`src/rtl/add_stim_gen.sv`:
```
// Stimulus source for the adder comparison stage: four directed corner vectors,
// then NUM_RANDOM LFSR vectors, over a valid/ready handshake.
module add_stim_gen #(
  parameter int          WIDTH      = 1,
  parameter int          NUM_RANDOM = 500,
  parameter logic [15:0] SEED       = 16'hACE1
) (
  input  logic             clk,
  input  logic             rst,
  input  logic             start,
  output logic [WIDTH-1:0] stim_a,
  output logic [WIDTH-1:0] stim_b,
  output logic             stim_valid,
  input  logic             stim_ready,
  output logic             busy,
  output logic             done,
  output logic [15:0]      vec_count
);

  localparam logic [1:0] IDLE     = 2'd0;
  localparam logic [1:0] DIRECTED = 2'd1;
  localparam logic [1:0] RANDOM   = 2'd2;
  localparam logic [1:0] DONE     = 2'd3;

  localparam logic [15:0]      SEED_EFF = (SEED == 16'h0000) ? 16'hACE1 : SEED;
  // vec_count value while the final vector is on the bus
  localparam logic [15:0]      LAST_IDX = 16'(NUM_RANDOM + 3);
  localparam logic [WIDTH-1:0] MAX_VAL  = '1;

  logic [1:0]  state;
  logic [15:0] lfsr;
  logic [15:0] lfsr_step;
  logic [1:0]  dir_next;
  logic        xfer;

  assign xfer      = stim_valid & stim_ready;
  assign lfsr_step = {lfsr[14:0], lfsr[15] ^ lfsr[13] ^ lfsr[12] ^ lfsr[10]};
  // In DIRECTED, vec_count[1:0] is the index of the vector currently presented
  assign dir_next  = vec_count[1:0] + 2'd1;
  assign busy      = (state == DIRECTED) || (state == RANDOM);
  assign done      = (state == DONE);

  always_ff @(posedge clk or posedge rst) begin
    if (rst) begin
      state      <= IDLE;
      stim_a     <= '0;
      stim_b     <= '0;
      stim_valid <= 1'b0;
      vec_count  <= '0;
      lfsr       <= SEED_EFF;
    end else begin
      case (state)
        IDLE, DONE: begin
          if (start) begin
            state      <= DIRECTED;
            stim_valid <= 1'b1;
            stim_a     <= '0;
            stim_b     <= '0;
            vec_count  <= '0;
            lfsr       <= SEED_EFF;
          end
        end
        DIRECTED: begin
          if (xfer) begin
            vec_count <= vec_count + 16'd1;
            if (vec_count[1:0] == 2'd3) begin
              if (NUM_RANDOM > 0) begin
                // first random vector is the seed itself, unstepped
                state  <= RANDOM;
                stim_a <= lfsr[WIDTH-1:0];
                stim_b <= lfsr[2*WIDTH-1:WIDTH];
              end else begin
                state      <= DONE;
                stim_valid <= 1'b0;
              end
            end else begin
              stim_a <= dir_next[0] ? MAX_VAL : '0;
              stim_b <= dir_next[1] ? MAX_VAL : '0;
            end
          end
        end
        RANDOM: begin
          if (xfer) begin
            vec_count <= vec_count + 16'd1;
            lfsr      <= lfsr_step;
            if (vec_count == LAST_IDX) begin
              state      <= DONE;
              stim_valid <= 1'b0;
            end else begin
              stim_a <= lfsr_step[WIDTH-1:0];
              stim_b <= lfsr_step[2*WIDTH-1:WIDTH];
            end
          end
        end
        default: state <= IDLE;
      endcase
    end
  end

endmodule

```
`config.mk`:
```
export PLATFORM = sky130hd
export DESIGN_NAME = add_stim_gen
export DESIGN_NICKNAME = d
export VERILOG_FILES = /design/src/rtl/add_stim_gen.sv
export SDC_FILE = /design/constraint.sdc
export NUM_CORES = 1
export LEC_CHECK = 0
export BUFFER_PORTS_ARGS = -buffer_cell sky130_fd_sc_hd__buf_2
export CAP_MARGIN = 40
export CORE_MARGIN = 5
export CORE_UTILIZATION = 25
export DETAILED_ROUTE_END_ITERATION = 8
export PLACE_DENSITY = 0.4
export RECOVER_POWER = 100
export SYNTH_ARGS = -nofsm -noshare
export SYNTH_HDL_FRONTEND = slang
export SYNTH_SLANG_ARGS = --single-unit
export TNS_END_PERCENT = 100
```
`constraint.sdc`:
```
create_clock -name clk -period 5.8 [get_ports clk]
set_input_delay 0.58 -clock clk [delete_from_list [all_inputs] [get_ports clk]]
set_output_delay 0.58 -clock clk [all_outputs]
set_load 0.02 [all_outputs]
```
==> flow_summary.json <==
{
  "critical_path_arrival_ns": 3.22,
  "cts_tree": "done",
  "synth_cells": 174,
  "num_antenna_cells": 0,
  "worstMarginPinSlew_ns": 2.00,
  "fin_util_pct": 29.0,
  "rsz0062_at_grt": "false",
  "hp-class": "reg -> reg",
  "fin_crit_sh_pct": 52.2,
  "synth-warning-count": 0,
  "die_w_um": 96.7,
  "timing_hold_violations_final": 0,
  "antenna_found_initial": 0,
  "drc": 0,
  "synthTopCellsByArea": "dfrtp_1, dfstp_2, a22o_1",
  "yosysTopAreaCellShare_pct": 38.6,
  "fin_nets": 206,
  "drive_above_1_share_pct": 12.1,
  "drv_slew": 38,
  "synth-main-ff-cell": "dfrtp_1",
  "skew_ns": 0.00862,
  "setup.worst_path.end_class": "flip-flop",
  "clock_path_buffers": 2,
  "routed-wl-met2_mm": 2.11,
  "irDropWorstVdd_uv": 205,
  "coreArea_um2": 7290,
  "cts_root_buf": "clkbuf_8",
  "synth.largest_area_cell": "dfrtp_1",
  "avgRoutedWirePerCell_um": 14.7,
  "maxCapViolations": 1,
  "met3_length_um": 143,
  "ys_ff_latch": 37,
  "grt_pass1_wl_mm": 7.52,
  "period_needed_ns": 3.03,
  "top_layer": "met4",
  "synth.net_count": 183,
  "outcome": "finished with violations",
  "dieArea_um2": 9350,
  "synth.most_common_cell": "dfrtp_1",
  "cts_sinks": 37,
  "leakagePower_nw": 0.874,
  "grt.overflow.total": 0,
  "cts_setup_buffers": 0,
  "io_buffers": 24,
  "cellPowerDensity_nw_per_um2": 429,
  "drtAntennaViolNets": 0,
  "initial_core_util_pct": 25.8,
  "cts.repair.resized": 0,
  "grt.total_usage_pct": 9.73,
  "worstSetupPathType": "reg -> reg",
  "synth_edf_count": 0,
  "h-tree-depth": 2,
  "yosysSeqAreaShare_pct": 49.8,
  "grt_max_degree": 38,
  "synth_area_um2": 1880,
  "nFillCells": 804,
  "gp_congestion": 0.760,
  "first_pass_iters": 4,
  "pin_count": 25,
  "cts_made_buffers": 5,
  "grt_pass1_vias": 1449,
  "syn2layout_area_growth_pct": 12.7,
  "wl_mm": 4.36,
  "path_max_fanout": 23,
  "via_per_inst": 4.68,
  "critPathLaunchType": "flip-flop",
  "ctsHoldBuffers": 0,
  "rows": 31,
  "synthDistinctLibCells": 44,
  "drt-met1-wl_mm": 2.09,
  "reg2reg_setup_slack_ns": 2.77,
  "dieHeight_um": 96.7,
  "syn_avg_cell_area_um2": 10.8,
  "fin_setup_tns_ns": 0,
  "violations": "capacitance limit, slew limit",
  "num_vias": 1391,
  "required_ns": 6.00,
  "fmax_ghz": 0.330,
  "synth_common_cells": "dfrtp_1, nor2_1, o21ai_0",
  "final-setup-viol-count": 0,
  "clock_latency_ns": 0.29,
  "ys_async_sr_fraction_pct": 100,
  "drt_iter0_drc": 51,
  "cts.clk_slew.worst_paths_ns": 0.08,
  "dpl.hpwl_mm": 3.01,
  "maxSlewHeadroom_pct": -33.6
}
-- critical path, stage by stage (launching register included) --
cell	delay [ns]
dfrtp_1	0.39
inv_1	0.07
ha_1	0.44
and2_0	0.92
o2111ai_1	0.39
or4_1	0.57
a21oi_1	0.14
-- logic make-up (layout without fill, tap and decap cells) --
kind of cell             count (synthesis)  in the layout  share of synthesized area, %
AO/OA/AOI/OAI                           51             51                          20.7
AND/OR/NAND/NOR                         50             50                          14.7
flip-flops                              37             37                          49.8
buffers and inverters                   16             40                          3.86
XOR/XNOR                                 9              9                          4.19
multiplexers                             6              6                          3.40
adder cells (fa/ha/maj)                  5              5                          3.33
-- registers in the layout, summed over array words and instances (netlist names) --
signal      count
vec_count      16
state           2
stim_a          1
stim_b          1
stim_valid      1
lfsr           16
-- cell usage in the layout (no fill, tap or decap), types with 2 or more instances in the layout --
cell type / count
xnor2_1: 3
nand2_1: 9
clkinv_2: 2
o211ai_1: 3
o22a_1: 8
nor4b_1: 2
and2_1: 2
nand3_1: 5
xor2_1: 6
and4_1: 2
dfstp_2: 8
o21ai_0: 10
mux2_2: 3
o2111ai_1: 3
nand2b_1: 2
or3_1: 5
a21oi_1: 9
nand4_1: 2
nor2_1: 13
and3_1: 3
inv_1: 7
clkbuf_1: 23
clkbuf_8: 5
ha_1: 5
buf_2: 3
mux2i_1: 3
dfrtp_1: 29
a22o_1: 9
-- report_power, final --
part | internal [W] | total, W | switching, W
sequential | 0.000315 | 0.000355 | 0.0000400
clock | 0.0000834 | 0.000176 | 0.0000922
combinational | 0.000138 | 0.000378 | 0.000239
-- final timing paths --
| kind | start | endpoint | depth (start not counted) |
|---|---|---|---|
| worst max-delay path | state[0]$_DFFE_PP0P_ | vec_count[14]$_DFFE_PP0P_ | 6 |
| worst min-delay path | lfsr[2]$_DFFE_PP0P_ | lfsr[3]$_DFFE_PP0P_ | 1 |
| worst max register to register | state[0]$_DFFE_PP0P_ | vec_count[14]$_DFFE_PP0P_ | 6 |
| worst min register to register | lfsr[2]$_DFFE_PP0P_ | lfsr[3]$_DFFE_PP0P_ | 1 |
| max in group asynchronous | rst | state[1]$_DFFE_PP0P_ | 3 |
| min in group asynchronous | rst | lfsr[3]$_DFFE_PP0P_ | 3 |
-- through the flow --
step           total power, W  worst slack [ns]  std cells  cell area [µm²]  hold slack [ns]
2_1_floorplan        0.000675              3.84        174             1880            0.466
3_3_place_gp         0.000762              3.49        289             2080            0.487
3_5_place_dp         0.000760              3.46        289             2080            0.486
4_1_cts              0.000941              3.44        297             2170            0.414
5_1_grt              0.000990              2.42        297             2120            0.517
6_report             0.000908              2.77        297             2120            0.494
-- final cells by class --
class | instances | area (µm²) | share of cell area, %
Tap cell | 99 | 124 | 5.85
Clock buffer | 6 | 72.6 | 3.43
Multi-Input combinational cell | 121 | 852 | 40.2
Inverter | 7 | 26.3 | 1.24
Clock inverter | 2 | 10.0 | 0.473
Timing Repair Buffer | 25 | 97.6 | 4.61
Sequential cell | 37 | 936 | 44.2
-- metal layers --
layer  vias to the layer above  track usage, %
li1                        693               -
met1                       675            12.6
met2                        21            16.1
met3                         2            2.59
met4                         0            2.59
met5                         -               0
Note: power is estimated with default switching activity, not from simulation.
